===== config.mk =====
export PLATFORM = sky130hd
export DESIGN_NAME = blastn_ungapped_extend_flat
export DESIGN_NICKNAME = d
export VERILOG_FILES = /design/src/rtl/blastn_ungapped_extend_if.sv /design/src/rtl/blastn_ungapped_extend.sv /design/src/flat_wrapper.sv
export SDC_FILE = /design/constraint.sdc
export NUM_CORES = 1
export LEC_CHECK = 0
export BUFFER_PORTS_ARGS = -buffer_cell sky130_fd_sc_hd__buf_2
export CAP_MARGIN = 20
export CORE_AREA = 2 2 132 134
export DETAILED_ROUTE_END_ITERATION = 10
export DIE_AREA = 0 0 134 136
export MAX_ROUTING_LAYER = met4
export PLACE_DENSITY = 0.79
export SETUP_SLACK_MARGIN = 0.3
export SYNTH_ARGS = -nofsm -noshare
export SYNTH_HDL_FRONTEND = slang
export SYNTH_SLANG_ARGS = --single-unit

===== constraint.sdc =====
create_clock -name clk -period 7.8 [get_ports clk]
set_clock_uncertainty 0.15 [all_clocks]
set_input_delay 0.78 -clock clk [delete_from_list [all_inputs] [get_ports clk]]
set_output_delay 0.78 -clock clk [all_outputs]
set_load 0.01 [all_outputs]

===== src/rtl/blastn_ungapped_extend_if.sv =====
// Seed-in / result-out handshake bundle for the BLASTN ungapped-extension engine.
// The engine is the slave: it receives seeds and produces results.
interface blastn_ungapped_extend_if;
    logic         istream_val;
    logic         istream_rdy;
    logic [127:0] istream_msg;
    logic         ostream_val;
    logic         ostream_rdy;
    logic [31:0]  ostream_msg;

    modport slave (
        input  istream_val,
        input  istream_msg,
        output istream_rdy,
        output ostream_val,
        output ostream_msg,
        input  ostream_rdy
    );

    modport master (
        output istream_val,
        output istream_msg,
        input  istream_rdy,
        input  ostream_val,
        input  ostream_msg,
        output ostream_rdy
    );
endinterface


===== src/rtl/blastn_ungapped_extend.sv =====
// Ungapped X-drop extension of a 16-base seed hit: first rightward, then leftward,
// one base per cycle, reporting the summed score and the extended query/db span.
module blastn_ungapped_extend #(
    parameter logic signed [7:0] MATCH    = 8'sd1,
    parameter logic signed [7:0] MISMATCH = -8'sd1,
    parameter logic signed [7:0] XDROP    = 8'sd3
) (
    input  logic                     clk,
    input  logic                     reset,
    blastn_ungapped_extend_if.slave  io
);

    typedef enum logic [1:0] {IDLE, RIGHT, LEFT, DONE} state_e;

    state_e            state_q, state_d;
    logic [31:0]       qseq_q, qseq_d;
    logic [31:0]       dseq_q, dseq_d;
    logic [3:0]        qpos_q, qpos_d;
    logic [3:0]        dpos_q, dpos_d;
    logic signed [7:0] seed_q, seed_d;
    logic signed [7:0] run_q, run_d;
    logic signed [7:0] best_r_q, best_r_d;
    logic signed [7:0] best_l_q, best_l_d;
    logic [3:0]        len_r_q, len_r_d;
    logic [3:0]        len_l_q, len_l_d;
    logic [4:0]        k_q, k_d;

    logic [4:0]        qoff, doff;
    logic              range_stop;
    logic              xdrop_stop;
    logic signed [7:0] step;
    logic signed [7:0] run_nx;
    logic signed [7:0] best_cur;
    logic signed [7:0] best_nx;
    logic              unused_pos_bits;

    assign unused_pos_bits = ^{io.istream_msg[127:100], io.istream_msg[95:68]};

    function automatic logic [1:0] base_at(input logic [31:0] seq, input logic [3:0] idx);
        return seq[{idx, 1'b0} +: 2];
    endfunction

    function automatic logic signed [7:0] pair_score(input logic [1:0] a, input logic [1:0] b);
        return (a == b) ? MATCH : MISMATCH;
    endfunction

    // Offsets are 5 bits wide so bit 4 flags both overrun past 15 and underrun below 0.
    always_comb begin
        if (state_q == LEFT) begin
            qoff = {1'b0, qpos_q} - k_q;
            doff = {1'b0, dpos_q} - k_q;
        end else begin
            qoff = {1'b0, qpos_q} + k_q;
            doff = {1'b0, dpos_q} + k_q;
        end
        range_stop = qoff[4] | doff[4];
        step       = pair_score(base_at(qseq_q, qoff[3:0]), base_at(dseq_q, doff[3:0]));
        best_cur   = (state_q == LEFT) ? best_l_q : best_r_q;
        run_nx     = run_q + step;
        best_nx    = (run_nx > best_cur) ? run_nx : best_cur;
        xdrop_stop = (best_nx - run_nx) > XDROP;
    end

    always_comb begin
        state_d          = state_q;
        qseq_d           = qseq_q;
        dseq_d           = dseq_q;
        qpos_d           = qpos_q;
        dpos_d           = dpos_q;
        seed_d           = seed_q;
        run_d            = run_q;
        best_r_d         = best_r_q;
        best_l_d         = best_l_q;
        len_r_d          = len_r_q;
        len_l_d          = len_l_q;
        k_d              = k_q;
        io.istream_rdy   = 1'b0;
        io.ostream_val   = 1'b0;
        io.ostream_msg   = 32'd0;

        case (state_q)
            IDLE: begin
                io.istream_rdy = 1'b1;
                if (io.istream_val) begin
                    qseq_d   = io.istream_msg[31:0];
                    dseq_d   = io.istream_msg[63:32];
                    qpos_d   = io.istream_msg[67:64];
                    dpos_d   = io.istream_msg[99:96];
                    seed_d   = pair_score(base_at(io.istream_msg[31:0], io.istream_msg[67:64]),
                                          base_at(io.istream_msg[63:32], io.istream_msg[99:96]));
                    run_d    = 8'sd0;
                    best_r_d = 8'sd0;
                    best_l_d = 8'sd0;
                    len_r_d  = 4'd0;
                    len_l_d  = 4'd0;
                    k_d      = 5'd1;
                    state_d  = RIGHT;
                end
            end
            RIGHT, LEFT: begin
                if (range_stop) begin
                    state_d = (state_q == RIGHT) ? LEFT : DONE;
                    run_d   = 8'sd0;
                    k_d     = 5'd1;
                end else begin
                    run_d = run_nx;
                    if (run_nx > best_cur) begin
                        if (state_q == RIGHT) begin
                            best_r_d = run_nx;
                            len_r_d  = k_q[3:0];
                        end else begin
                            best_l_d = run_nx;
                            len_l_d  = k_q[3:0];
                        end
                    end
                    if (xdrop_stop) begin
                        state_d = (state_q == RIGHT) ? LEFT : DONE;
                        run_d   = 8'sd0;
                        k_d     = 5'd1;
                    end else begin
                        k_d = k_q + 5'd1;
                    end
                end
            end
            DONE: begin
                io.ostream_val = 1'b1;
                io.ostream_msg = {4'd0, dpos_q - len_l_q,
                                  4'd0, qpos_q + len_r_q,
                                  4'd0, qpos_q - len_l_q,
                                  seed_q + best_r_q + best_l_q};
                if (io.ostream_rdy) begin
                    state_d = IDLE;
                end
            end
            default: state_d = IDLE;
        endcase
    end

    always_ff @(posedge clk) begin
        if (reset) begin
            state_q  <= IDLE;
            qseq_q   <= 32'd0;
            dseq_q   <= 32'd0;
            qpos_q   <= 4'd0;
            dpos_q   <= 4'd0;
            seed_q   <= 8'sd0;
            run_q    <= 8'sd0;
            best_r_q <= 8'sd0;
            best_l_q <= 8'sd0;
            len_r_q  <= 4'd0;
            len_l_q  <= 4'd0;
            k_q      <= 5'd0;
        end else begin
            state_q  <= state_d;
            qseq_q   <= qseq_d;
            dseq_q   <= dseq_d;
            qpos_q   <= qpos_d;
            dpos_q   <= dpos_d;
            seed_q   <= seed_d;
            run_q    <= run_d;
            best_r_q <= best_r_d;
            best_l_q <= best_l_d;
            len_r_q  <= len_r_d;
            len_l_q  <= len_l_d;
            k_q      <= k_d;
        end
    end

endmodule

===== src/flat_wrapper.sv =====
// flat-port wrapper written by rule: the top's interface ports become plain ports
module blastn_ungapped_extend_flat 
#(
    parameter logic signed [7:0] MATCH    = 8'sd1,
    parameter logic signed [7:0] MISMATCH = -8'sd1,
    parameter logic signed [7:0] XDROP    = 8'sd3
)
  (clk, reset, io_istream_val, io_istream_msg, io_istream_rdy, io_ostream_val, io_ostream_msg, io_ostream_rdy);
  blastn_ungapped_extend_if io_i ();
  input  logic clk;
  input  logic reset;
  input wire logic [$bits(io_i.istream_val)-1:0] io_istream_val;
  input wire logic [$bits(io_i.istream_msg)-1:0] io_istream_msg;
  output wire logic [$bits(io_i.istream_rdy)-1:0] io_istream_rdy;
  output wire logic [$bits(io_i.ostream_val)-1:0] io_ostream_val;
  output wire logic [$bits(io_i.ostream_msg)-1:0] io_ostream_msg;
  input wire logic [$bits(io_i.ostream_rdy)-1:0] io_ostream_rdy;
  assign io_i.istream_val = io_istream_val;
  assign io_i.istream_msg = io_istream_msg;
  assign io_istream_rdy = io_i.istream_rdy;
  assign io_ostream_val = io_i.ostream_val;
  assign io_ostream_msg = io_i.ostream_msg;
  assign io_i.ostream_rdy = io_ostream_rdy;
  blastn_ungapped_extend #(.MATCH(MATCH), .MISMATCH(MISMATCH), .XDROP(XDROP)) u_core (.clk(clk), .reset(reset), .io(io_i));
endmodule

Yosys cells after proc, flatten, opt, wreduce, memory -nomap -nowiden
Index checks and enable logic that the tools add are counted.

$add $sub $neg: 12. Multiplexer cells: 40. Bitwise operators: 1. Order comparisons: 2. Div/mod/pow operators: 0. $mul: 0. Reductions and logical operators: 8. Equal/unequal tests: 12. Shifts and indexed selects: 4.

Operators with widths (number): 32-bit by 6-bit indexed part select with 2-bit output (4); 8-bit 2-to-1 mux (13); 8-bit case mux with 2 select lines (3); 28-bit 2-to-1 mux (1); 4-bit 2-to-1 mux (7); 5-bit 2-to-1 mux (5); 8-bit adder (3); 4-bit case mux with 2 select lines (2); 4-bit by 5-bit adder with 5-bit output (2); 5-bit case mux with 2 select lines (1); 5-bit AND reduction (2); 4-bit by 5-bit subtractor with 5-bit output (2); 8-bit by 3-bit greater-than comparator with 1-bit output, second input constant (1); 8-bit greater-than comparator (1); 2-bit 2-to-1 mux (4); 2-bit != test, second input constant (4); 4-bit subtractor (2); 8-bit subtractor (1); 2-bit case mux with 3 select lines (1); 5-bit by 1-bit adder with 5-bit output, second input constant (1); 4-bit adder (1); 2-bit == test (2); 2-bit == test, second input constant (2); 2-bit by 1-bit != test with 1-bit output, second input constant (2); other kinds (9) (12).

Memories: 0. Logic and storage cells: 91. Output and inout bits: 34. Input bits: 132. RAM bits: 0. Bits in read-only memories: 0. Latch bits: 0. Register bits: 119.

Longest topological paths before layout
Gate-level depths: netlist of the first run.

Depth in word-level cells: 13. Gate-level depth with buffers: 40. Gate-level depth less buffers: 37.

Worst setup path after synthesis of the first run
OpenSTA, ideal clock, no wires.

Path type: flip-flop to flip-flop. Start: reg u_core.state_q[0]. End: reg u_core.k_q[1]. Required time: 7533 ps. Period minus slack after synthesis: 8630 ps. Cell stages (with the launch flop): 39. Path buffers: 4. Library setup time: 117 ps. Arrival time: 8363 ps. Setup slack: -830 ps. Cells stage by stage: dfxtp_1 -> inv_1 -> ha_1 -> buf_6 -> clkbuf_1 -> mux2_2 -> fa_1 -> buf_1 -> mux4_2 -> mux2_2 -> or3_1 -> o2111a_1 -> nor4_2 -> inv_1 -> ha_1 -> a21oi_1 -> nand2_1 -> a31oi_1 -> [3 not listed] -> xnor2_1 -> ha_1 -> o21ai_0 -> o22ai_1 -> clkbuf_1 -> o21ai_0 -> ha_1 -> fa_1 -> nand2b_1 -> a21oi_1 -> o21ai_0 -> nand2b_1 -> nor3b_1 -> a21oi_1 -> o22a_1 -> o211ai_2 -> and3_1 -> a22o_1.

Word-level cells in the longest chain between the ends: 13. Elaborated cells on any way between the ends: 23. Those cells by class: 2 x add/sub; 2 x order compare; 4 x eq/ne; 2 x shift; 8 x mux; 1 x bitwise; 4 x reduce/logical.

RTL lines: start, declared (line blastn_ungapped_extend.sv:15) `state_e state_q, state_d;`; start signal, assigned (line blastn_ungapped_extend.sv:154) `state_q <= state_d;`; 2-bit == test (line blastn_ungapped_extend.sv:49, blastn_ungapped_extend.sv:58, blastn_ungapped_extend.sv:81); 5-bit 2-to-1 mux (line blastn_ungapped_extend.sv:49) `if (state_q == LEFT) begin`; 32-bit by 6-bit indexed part select with 2-bit output (line blastn_ungapped_extend.sv:40) `return seq[{idx, 1'b0} +: 2];`; 2-bit == test (line blastn_ungapped_extend.sv:44) `return (a == b) ? MATCH : MISMATCH;`; 8-bit 2-to-1 mux (line blastn_ungapped_extend.sv:44); 8-bit adder (line blastn_ungapped_extend.sv:59) `run_nx = run_q + step;`; 8-bit greater-than comparator (line blastn_ungapped_extend.sv:60) `best_nx = (run_nx > best_cur) ? run_nx : best_cur;`; 8-bit 2-to-1 mux (line blastn_ungapped_extend.sv:60); 8-bit subtractor (line blastn_ungapped_extend.sv:61) `xdrop_stop = (best_nx - run_nx) > XDROP;`; 8-bit by 3-bit greater-than comparator with 1-bit output (line blastn_ungapped_extend.sv:61); 5-bit 2-to-1 mux (line blastn_ungapped_extend.sv:116) `if (xdrop_stop) begin`; 5-bit 2-to-1 mux (line blastn_ungapped_extend.sv:101) `if (range_stop) begin`; 5-bit case mux with 2 select lines (line blastn_ungapped_extend.sv:81) `case (state_q)`; end signal, assigned (line blastn_ungapped_extend.sv:165) `k_q <= k_d;`; end, declared (line blastn_ungapped_extend.sv:26) `logic [4:0] k_q, k_d;`.

Parallel ways exist; a longest one is shown, timed or not. A chain may end at the register's enable or synchronous reset.

Final worst setup path of the first run
Start: reg u_core.k_q[1]. End: reg u_core.k_q[3].

Word-level cells in the longest chain between the ends: 13. Elaborated cells on any way between the ends: 20. Those cells by class: 7 x add/sub; 2 x order compare; 1 x eq/ne; 2 x shift; 7 x mux; 1 x bitwise.

RTL lines: 4-bit by 5-bit adder with 5-bit output, or another cell as far along (line blastn_ungapped_extend.sv:53) `qoff = {1'b0, qpos_q} + k_q;`; 5-bit 2-to-1 mux (line blastn_ungapped_extend.sv:49); 32-bit by 6-bit indexed part select with 2-bit output (line blastn_ungapped_extend.sv:40); 2-bit == test (line blastn_ungapped_extend.sv:44); 8-bit 2-to-1 mux (line blastn_ungapped_extend.sv:44); 8-bit adder (line blastn_ungapped_extend.sv:59); 8-bit greater-than comparator (line blastn_ungapped_extend.sv:60); 8-bit 2-to-1 mux (line blastn_ungapped_extend.sv:60); 8-bit subtractor (line blastn_ungapped_extend.sv:61); 8-bit by 3-bit greater-than comparator with 1-bit output (line blastn_ungapped_extend.sv:61); 5-bit 2-to-1 mux (line blastn_ungapped_extend.sv:116); 5-bit 2-to-1 mux (*) (line blastn_ungapped_extend.sv:101); 5-bit case mux with 2 select lines (*) (line blastn_ungapped_extend.sv:81).

Mark *: on every way between the ends. The rest lies on a longest branch, timed or not.

==> reports/qor.csv, run 1 <==
metric,value,unit
place_hpwl,13510,um
timing.setup.critical_path_class,reg -> reg,
synth-edff-count,0,
maxSlewViolCount,0,
grt_first_pass_wirelength,31370,um
area_fraction_in_compound_gates_after_synthesis,0.1308,
cts_tree,yes,
post_synthesis_register_bit_count,113,
grt_antenna_before_repair,0,
route.detailed.wl_per_inst,15.82,um
synth.avg_cell_area,8.839,um2
number_of_different_library_cells_in_the_post_synthesis_netlist,58,
post_synthesis_share_of_cell_area_spent_on_and_or_nand_and_nor_gates,0.1664,
drc,0,
clock_tree_root,clkbuf_16,
timing.critical_path.slowest_cell_delay,0.59,ns
synthArstFlopShare,0,
grt_max_degree,86,
dominantRegCellSynth,dfxtp_1,
max_freq,126.9,MHz
yosys_warnings,0,
io_buffers,97,
postCtsHoldBufs,0,
crit_path_end_kind,flip-flop,
avg_vias_per_cell,5.406,
cp_data_arrival_time,8.04,ns
hold_viol,0,
worst_setup_sp_type,flip-flop,
buffer_levels_on_the_longest_clock_path,2,
numPlacedInstances,1160,
gp_congestion,0.8441,
worst_path_max_delay_cell,fa_2,
routed_wirelength,19220,um
worstHoldPathType,reg -> reg,
post-route-min-period,7.881,ns
gr-total-overflow,0,
yosys.area_share.adder,0.1288,
syn_to_final_growth,27.12,%
rows,48,
max-cap-violations,0,
post_route_cells_drive_above_1_share,0.3121,
design.die.area,18220,um2
finalWorstSetupSlack,-0.08070,ns
outcome,"complete, but fails checks",
stdcell_count,1215,
post_synth_instance_area,7442,um2
first_iter_violations,383,
core_area,16880,um2
nets,1175,
synthesis.instances,842,
synthMuxAreaShare,0.1693,
failed_checks,negative setup slack,
numCtsBuffers,17,
grt.total_usage,0.2253,
h_tree_depth,4,
io-pin-count,166,
die_width,134,um
num_antenna_cells,0,
synth-xor-area-share,0.04556,
clkTransAtPathRegs,0.05,ns
worst_slew_margin_rel,0.3878,
worstSkewPairLatency,0.42,ns
setup_violations,5,
numClockSinks,113,
seq_area_frac_synth,0.3040,
antenna_violating_nets_post_route,0,
vias,6568,
mostFrequentLayoutCell,nand2_1,
worst-slew-pin-transition,0.9183,ns
die-height,136,um
drt-pass1-iter-count,5,
critical_path.most_common_cell,buf_6,
final.period_utilization,1.010,
required,7.96,ns
critical_path_peak_fanout,7,
commonest_non_fill_non_tap_cells_in_the_layout,"169 x nand2_1, 110 x dfxtp_1, 97 x buf_2",
initial_utilization,0.4410,
synth_top_family_by_area,multiplexers,
vias_in_the_first_global_route,6516,
grt_setup_unrepaired,yes,
area by class of cell:
cell class | count | area (um2)
fillers | 1464 | 7416
multi-input cells | 647 | 5195
flip-flops and latches | 113 | 2266
repair buffers | 161 | 1011
clock buffers | 19 | 452.9
well taps | 225 | 281.5
inverters | 37 | 141.4
clock inverters | 13 | 112.6
state kept, by name (all words and copies together), names as in the netlist:
name,count
u_core.best_l_q,8
u_core.best_r_q,8
u_core.dpos_q,4
u_core.dseq_q,32
u_core.k_q,5
u_core.len_l_q,4
u_core.len_r_q,4
u_core.qpos_q,4
u_core.qseq_q,32
u_core.run_q,8
u_core.seed_q,2
u_core.state_q,2
cell families after synthesis:
family,count (synthesis)
other cells,1
mux,80
fa+ha+maj,68
flops,113
compound gates,165
buf+inv,94
simple gates,287
xor+xnor,34
critical path, delay by kind of cell, from the launching register on:
| kind | cells | cell delay (ns) |
|---|---|---|
| muxes | 4 | 1.10 |
| AOI/OAI and AO/OA | 15 | 2.36 |
| DFF | 1 | 0.33 |
| xor gates and xnor gates | 2 | 0.35 |
| buffers and inverters | 8 | 1.06 |
| adders and majority gates | 5 | 1.69 |
| and+or+nand+nor | 4 | 0.73 |
per-layer routing:
metal,wire length (um),part of all wire,track usage
met5,0,0,-
met2,9813,0.51,0.3783
met3,926,0.048,0.04474
met1,7803,0.41,0.2644
met4,672,0.035,0.09574
what timing repair did:
item,CTS,global route
pin swaps,40,31
resized for setup,39,27
endpoints found under the setup margin,15,15
cloned,1,0
setup buffers,19,3
endpoints found under the hold margin,0,0
synth_stat cells (2+ instances only):
cell type,count,area share
a221oi_1,4,0.0047
o211ai_1,3,0.0030
mux4_2,36,0.11
nand4_1,2,0.0017
a21oi_1,97,0.065
a21o_1,12,0.012
nor2b_1,4,0.0034
mux2i_1,37,0.050
clkbuf_1,36,0.018
or3_1,5,0.0042
o21bai_1,2,0.0020
ha_1,51,0.086
a211oi_1,4,0.0040
buf_1,7,0.0035
nand2b_1,8,0.0067
inv_1,37,0.019
xor2_1,10,0.012
xnor3_1,3,0.0091
o22ai_1,2,0.0017
nand2_1,172,0.087
nor3b_1,3,0.0030
maj3_1,2,0.0027
nand3_1,4,0.0027
fa_1,15,0.040
and3_1,4,0.0034
xnor2_1,21,0.025
nor2_1,60,0.030
and2_1,12,0.010
dfxtp_1,113,0.30
mux2_2,7,0.011
and4_1,2,0.0024
buf_4,12,0.012
o21ai_0,25,0.017
a22o_1,2,0.0024
or2_2,3,0.0025
nor3_1,3,0.0020
per-stage QoR:
step | setup slack (ns) | instance area, um2 | utilization | TNS [ns] | hold WS [ns]
after floorplan | 0.2455 | 7667 | - | 0 | 0.2815
after global placement | -0.07102 | 8446 | 0.5004 | -0.1102 | 0.2896
after detailed placement | -0.1893 | 8446 | 0.5004 | -1.754 | 0.2934
after CTS | -0.06671 | 9304 | 0.5513 | -0.5107 | 0.3006
after global routing | -0.4325 | 9460 | 0.5606 | -5.724 | 0.3233
final | -0.08070 | 9460 | 0.5606 | -0.1756 | 0.2993
worst paths after layout:
kind,from,end,slack (ns),cells after the start
worst min-delay path,u_core.dseq_q[1],u_core.dseq_q[1],0.30,2
worst max register to register,u_core.k_q[1],u_core.k_q[3],-0.08,38
worst min register to register,u_core.dseq_q[1],u_core.dseq_q[1],0.30,2
worst max-delay path,u_core.k_q[1],u_core.k_q[3],-0.08,38
Power of run 1 is left out: the tool's default activity adds up to more than one toggle a clock period on the data nets, which glitch-free logic cannot reach.
==> inputs of run 2 (changes only) <==
--- a/config.mk
+++ b/config.mk
@@ -8,6 +8,7 @@
 export BUFFER_PORTS_ARGS = -buffer_cell sky130_fd_sc_hd__buf_2
 export CAP_MARGIN = 20
 export CORE_AREA = 2 2 132 134
+export CTS_BUF_LIST = sky130_fd_sc_hd__clkbuf_2
 export DETAILED_ROUTE_END_ITERATION = 10
 export DIE_AREA = 0 0 134 136
 export MAX_ROUTING_LAYER = met4
==> reports/qor.csv, run 2 (synthesis gave the netlist of run 1 again) <==
metric,value,unit
outcome,"finished, final reports clean",
design.die.area,18220,um2
cp_data_arrival_time,8.25,ns
regToRegStartpoint,u_core.k_q[1],
max_freq,128.3,MHz
place_hpwl,13510,um
mostFrequentLayoutCell,nand2_1,
worst_path_max_delay_cell,fa_2,
finalWorstSetupSlack,0.002744,ns
h_tree_depth,4,
crit_path_end_kind,flip-flop,
gp_congestion,0.8441,
max-cap-violations,0,
routed_wirelength,18580,um
cts_tree,yes,
die_width,134,um
worst-slew-pin-transition,0.9069,ns
grt_setup_unrepaired,yes,
worst_setup_sp_type,flip-flop,
post-route-min-period,7.797,ns
numPlacedInstances,1160,
worstHoldPathType,in -> reg,
grt_first_pass_wirelength,30290,um
route.detailed.wl_per_inst,15.30,um
buffer_levels_on_the_longest_clock_path,2,
initial_utilization,0.4410,
clock_tree_root,clkbuf_2,
required,8.25,ns
layout_top_registers,"u_core.dseq_q: 32 flops, u_core.qseq_q: 32 flops",
ff2ff_setup_slack,0.003,ns
commonest_non_fill_non_tap_cells_in_the_layout,"168 x nand2_1, 110 x dfxtp_1, 97 x buf_2",
r2r.worst_path.cells,37,
finalHoldWorstSlack,0.1606,ns
first_iter_violations,340,
syn_to_final_growth,23.03,%
critical_path_peak_fanout,6,
pre_cts_slack,-0.1893,ns
vias,6401,
drt-pass1-iter-count,4,
grt_antenna_before_repair,0,
gr-total-overflow,0,
timing.setup.critical_path_class,reg -> reg,
final.period_utilization,0.9996,
die-height,136,um
num_antenna_cells,0,
maxSlewViolCount,0,
hold_path_sink,u_core.dseq_q[18],
vias_in_the_first_global_route,6323,
reg2reg_to,u_core.state_q[0],
nets,1174,
core_area,16880,um2
antenna_violating_nets_post_route,0,
worst_slew_margin_rel,0.3954,
avg_vias_per_cell,5.273,
worstHoldStart,io_istream_msg[50],
io_buffers,97,
hold_depth,3,
hold_viol,0,
io-pin-count,166,
grt.total_usage,0.2167,
post_route_cells_drive_above_1_share,0.3145,
critical_path.most_common_cell,buf_6,
clkTransAtPathRegs,0.19,ns
stdcell_count,1214,
drc,0,
timing.critical_path.slowest_cell_delay,0.58,ns
numCtsBuffers,17,
setup_violations,0,
timing.setup.tns,0,ns
rows,48,
worstSkewPairLatency,0.69,ns
grt_max_degree,86,
numClockSinks,113,
-- run 2: cell count changes in the layout (fill, tap and decap cells not counted), sizes merged --
| cell | delta |
|---|---|
| buf | -1 |
| clkinv | +2 |
| clkbuf | -2 |
-- run 2: metrics by stage --
step                      utilization  instance area, um2
final                          0.5426                9156
after CTS                      0.5275                8902
after global placement         0.5004                8446
after global routing           0.5426                9156
after floorplan                     -                7667
after detailed placement       0.5004                8446
-- run 2: layout make-up --
cell class | count | area [um2]
Fill cell | 1508 | 7720
Multi-Input combinational cell | 647 | 5251
Sequential cell | 113 | 2266
Timing Repair Buffer | 160 | 1011
Tap cell | 225 | 281.5
Inverter | 37 | 141.4
Clock inverter | 15 | 120.1
Clock buffer | 17 | 85.08
-- run 2: repair_timing --
item / in CTS / in global routing
resized for setup: 36 / 43
pin swaps: 25 / 38
endpoints found under the setup margin: 15 / 15
hold buffers: 0 / 0
setup buffers: 16 / 5
cloned: 1 / 0
-- run 2: critical path, delay by kind of cell (launching register included) --
kind / cells / cell delay, ns
AO/OA/AOI/OAI: 12 / 2.18
XOR/XNOR: 2 / 0.38
adder cells (fa/ha/maj): 5 / 1.58
buffers and inverters: 8 / 0.96
flip-flops: 1 / 0.37
multiplexers: 5 / 1.32
AND/OR/NAND/NOR: 5 / 0.79
-- run 2: per-layer routing --
| metal | GRT usage | vias to the layer above | wire length (um) |
|---|---|---|---|
| li1 | - | 3172 | - |
| met1 | 0.2584 | 3028 | 7837 |
| met2 | 0.3704 | 165 | 9529 |
| met3 | 0.03617 | 36 | 748 |
| met4 | 0.07920 | 0 | 463 |
| met5 | - | - | 0 |
-- run 2: worst max path at each step --
stage	from	slack, ns	cells after the start	to
global route	u_core.k_q[1]	-0.43	35	u_core.k_q[4]
floorplan	u_core.state_q[0]	0.25	38	u_core.k_q[2]
CTS	u_core.k_q[1]	-0.08	37	u_core.k_q[4]
global placement	u_core.k_q[0]	-0.07	35	u_core.k_q[2]
finish	u_core.k_q[1]	0.003	37	u_core.state_q[0]
detailed placement	u_core.k_q[0]	-0.19	35	u_core.k_q[2]
Power of run 2 is left out for the same reason.
==> inputs of run 3 (changes only) <==
--- a/config.mk
+++ b/config.mk
@@ -13,7 +13,7 @@
 export DIE_AREA = 0 0 134 136
 export MAX_ROUTING_LAYER = met4
 export PLACE_DENSITY = 0.79
-export SETUP_SLACK_MARGIN = 0.3
+export SETUP_SLACK_MARGIN = 0.15
 export SYNTH_ARGS = -nofsm -noshare
 export SYNTH_HDL_FRONTEND = slang
 export SYNTH_SLANG_ARGS = --single-unit
==> reports/qor.csv, run 3 (synthesis gave the netlist of run 1 again) <==
metric,value,unit
worstHoldStart,io_istream_msg[29],
postCtsHoldBufs,0,
place_hpwl,13630,um
gp_congestion,0.8361,
rows,48,
setup_violations,4,
io-pin-count,166,
worst_slew_margin_rel,0.4071,
numClockSinks,113,
reg2reg_to,u_core.state_q[0],
crit_path_end_kind,flip-flop,
post-route-min-period,7.826,ns
maxSlewViolCount,0,
vias,6485,
numCtsBuffers,17,
first_iter_violations,379,
drt-pass1-iter-count,5,
commonest_non_fill_non_tap_cells_in_the_layout,"170 x nand2_1, 110 x dfxtp_1, 97 x buf_2",
nFillCells,1530,
layout_top_registers,"u_core.dseq_q: 32 flops, u_core.qseq_q: 32 flops",
r2r.worst_path.cells,35,
finalWorstSetupSlack,-0.02610,ns
regToRegStartpoint,u_core.k_q[1],
gr-total-overflow,0,
final.period_utilization,1.003,
dr.max_layer_used,met4,
mostFrequentLayoutCell,nand2_1,
vias_in_the_first_global_route,6329,
initial_utilization,0.4410,
worst-slew-pin-transition,0.8861,ns
clkTransAtPathRegs,0.18,ns
antenna_violating_nets_post_route,0,
cp_data_arrival_time,8.29,ns
die-height,136,um
ff2ff_setup_slack,-0.03,ns
hold_depth,3,
required,8.26,ns
core_area,16880,um2
outcome,"complete, but fails checks",
numPlacedInstances,1166,
worstHoldPathType,in -> reg,
grt_max_degree,77,
post_route_cells_drive_above_1_share,0.3132,
cts_tree,yes,
timing.setup.critical_path_class,reg -> reg,
die_width,134,um
nets,1179,
num_antenna_cells,0,
io_buffers,97,
grt_antenna_before_repair,0,
hold_path_sink,u_core.qseq_q[29],
hold_viol,0,
worst_setup_sp_type,flip-flop,
max-cap-violations,0,
wl_met3,847,um
grt_first_pass_wirelength,30180,um
route.layer.met1.wl,7856,um
critical_path_peak_fanout,8,
worst_path_max_delay_cell,fa_2,
grt.total_usage,0.2149,
stdcell_count,1218,
design.die.area,18220,um2
buffer_levels_on_the_longest_clock_path,2,
routed_wirelength,18960,um
max_freq,127.8,MHz
avg_vias_per_cell,5.324,
syn_to_final_growth,23.05,%
detailroute.wirelength.met2,9847,um
route.detailed.wl_per_inst,15.57,um
grt_setup_unrepaired,yes,
pre_cts_slack,-0.2222,ns
clock_tree_root,clkbuf_2,
h_tree_depth,4,
worstSkewPairLatency,0.69,ns
failed_checks,negative setup slack,
cp-startpoint,u_core.k_q[1],
timing.critical_path.slowest_cell_delay,0.63,ns
drc,0,
[run 3: what timing repair did]
item                                    4_1_cts  5_1_grt
setup buffers                                17        3
hold endpoints to repair                      0        0
gates resized for setup                      44       35
cloned                                        1        0
endpoints found under the setup margin       15       15
pin swaps                                    34       26
[run 3: area by class of cell]
class	instances	area, um2	area share
Tap cell	225	281.5	0.03074
Multi-Input combinational cell	647	5189	0.5666
Inverter	37	152.6	0.01667
Timing Repair Buffer	165	1057	0.1155
Sequential cell	113	2266	0.2474
Clock buffer	18	90.09	0.009837
Clock inverter	13	121.4	0.01325
[run 3: critical path, delay by kind of cell (launching register included)]
family	cells	cell delay, ns
buffers and inverters	4	0.61
xor gates and xnor gates	2	0.34
muxes	4	1.14
and+or+nand+nor	6	1.16
AOI/OAI and AO/OA	13	2.18
adders and majority gates	6	1.82
DFF	1	0.37
[run 3: routing by layer]
metal,GRT usage,vias up
met5,-,-
met4,0.07210,0
met3,0.03356,27
met2,0.3832,189
met1,0.2471,3103
li1,-,3166
[run 3: worst max path at each step]
stage                        endpoint  slack [ns]  cells past startpoint
floorplan               u_core.k_q[1]        0.20                     39
global placement        u_core.k_q[2]       -0.06                     35
detailed placement      u_core.k_q[2]       -0.22                     35
CTS                     u_core.k_q[2]       -0.08                     34
global route            u_core.k_q[2]       -0.30                     35
finish              u_core.state_q[0]       -0.03                     35
[run 3: stage by stage]
step	area, um2	TNS, ns	hold slack [ns]	utilization
final	9158	-0.05282	0.1774	0.5426
after global routing	9158	-3.604	0.1053	0.5426
after CTS	8976	-0.4254	0.09158	0.5319
after detailed placement	8461	-2.404	0.2935	0.5013
after global placement	8461	-0.1275	0.2887	0.5013
after floorplan	7626	0	0.2815	-
Power of run 3 is left out for the same reason.
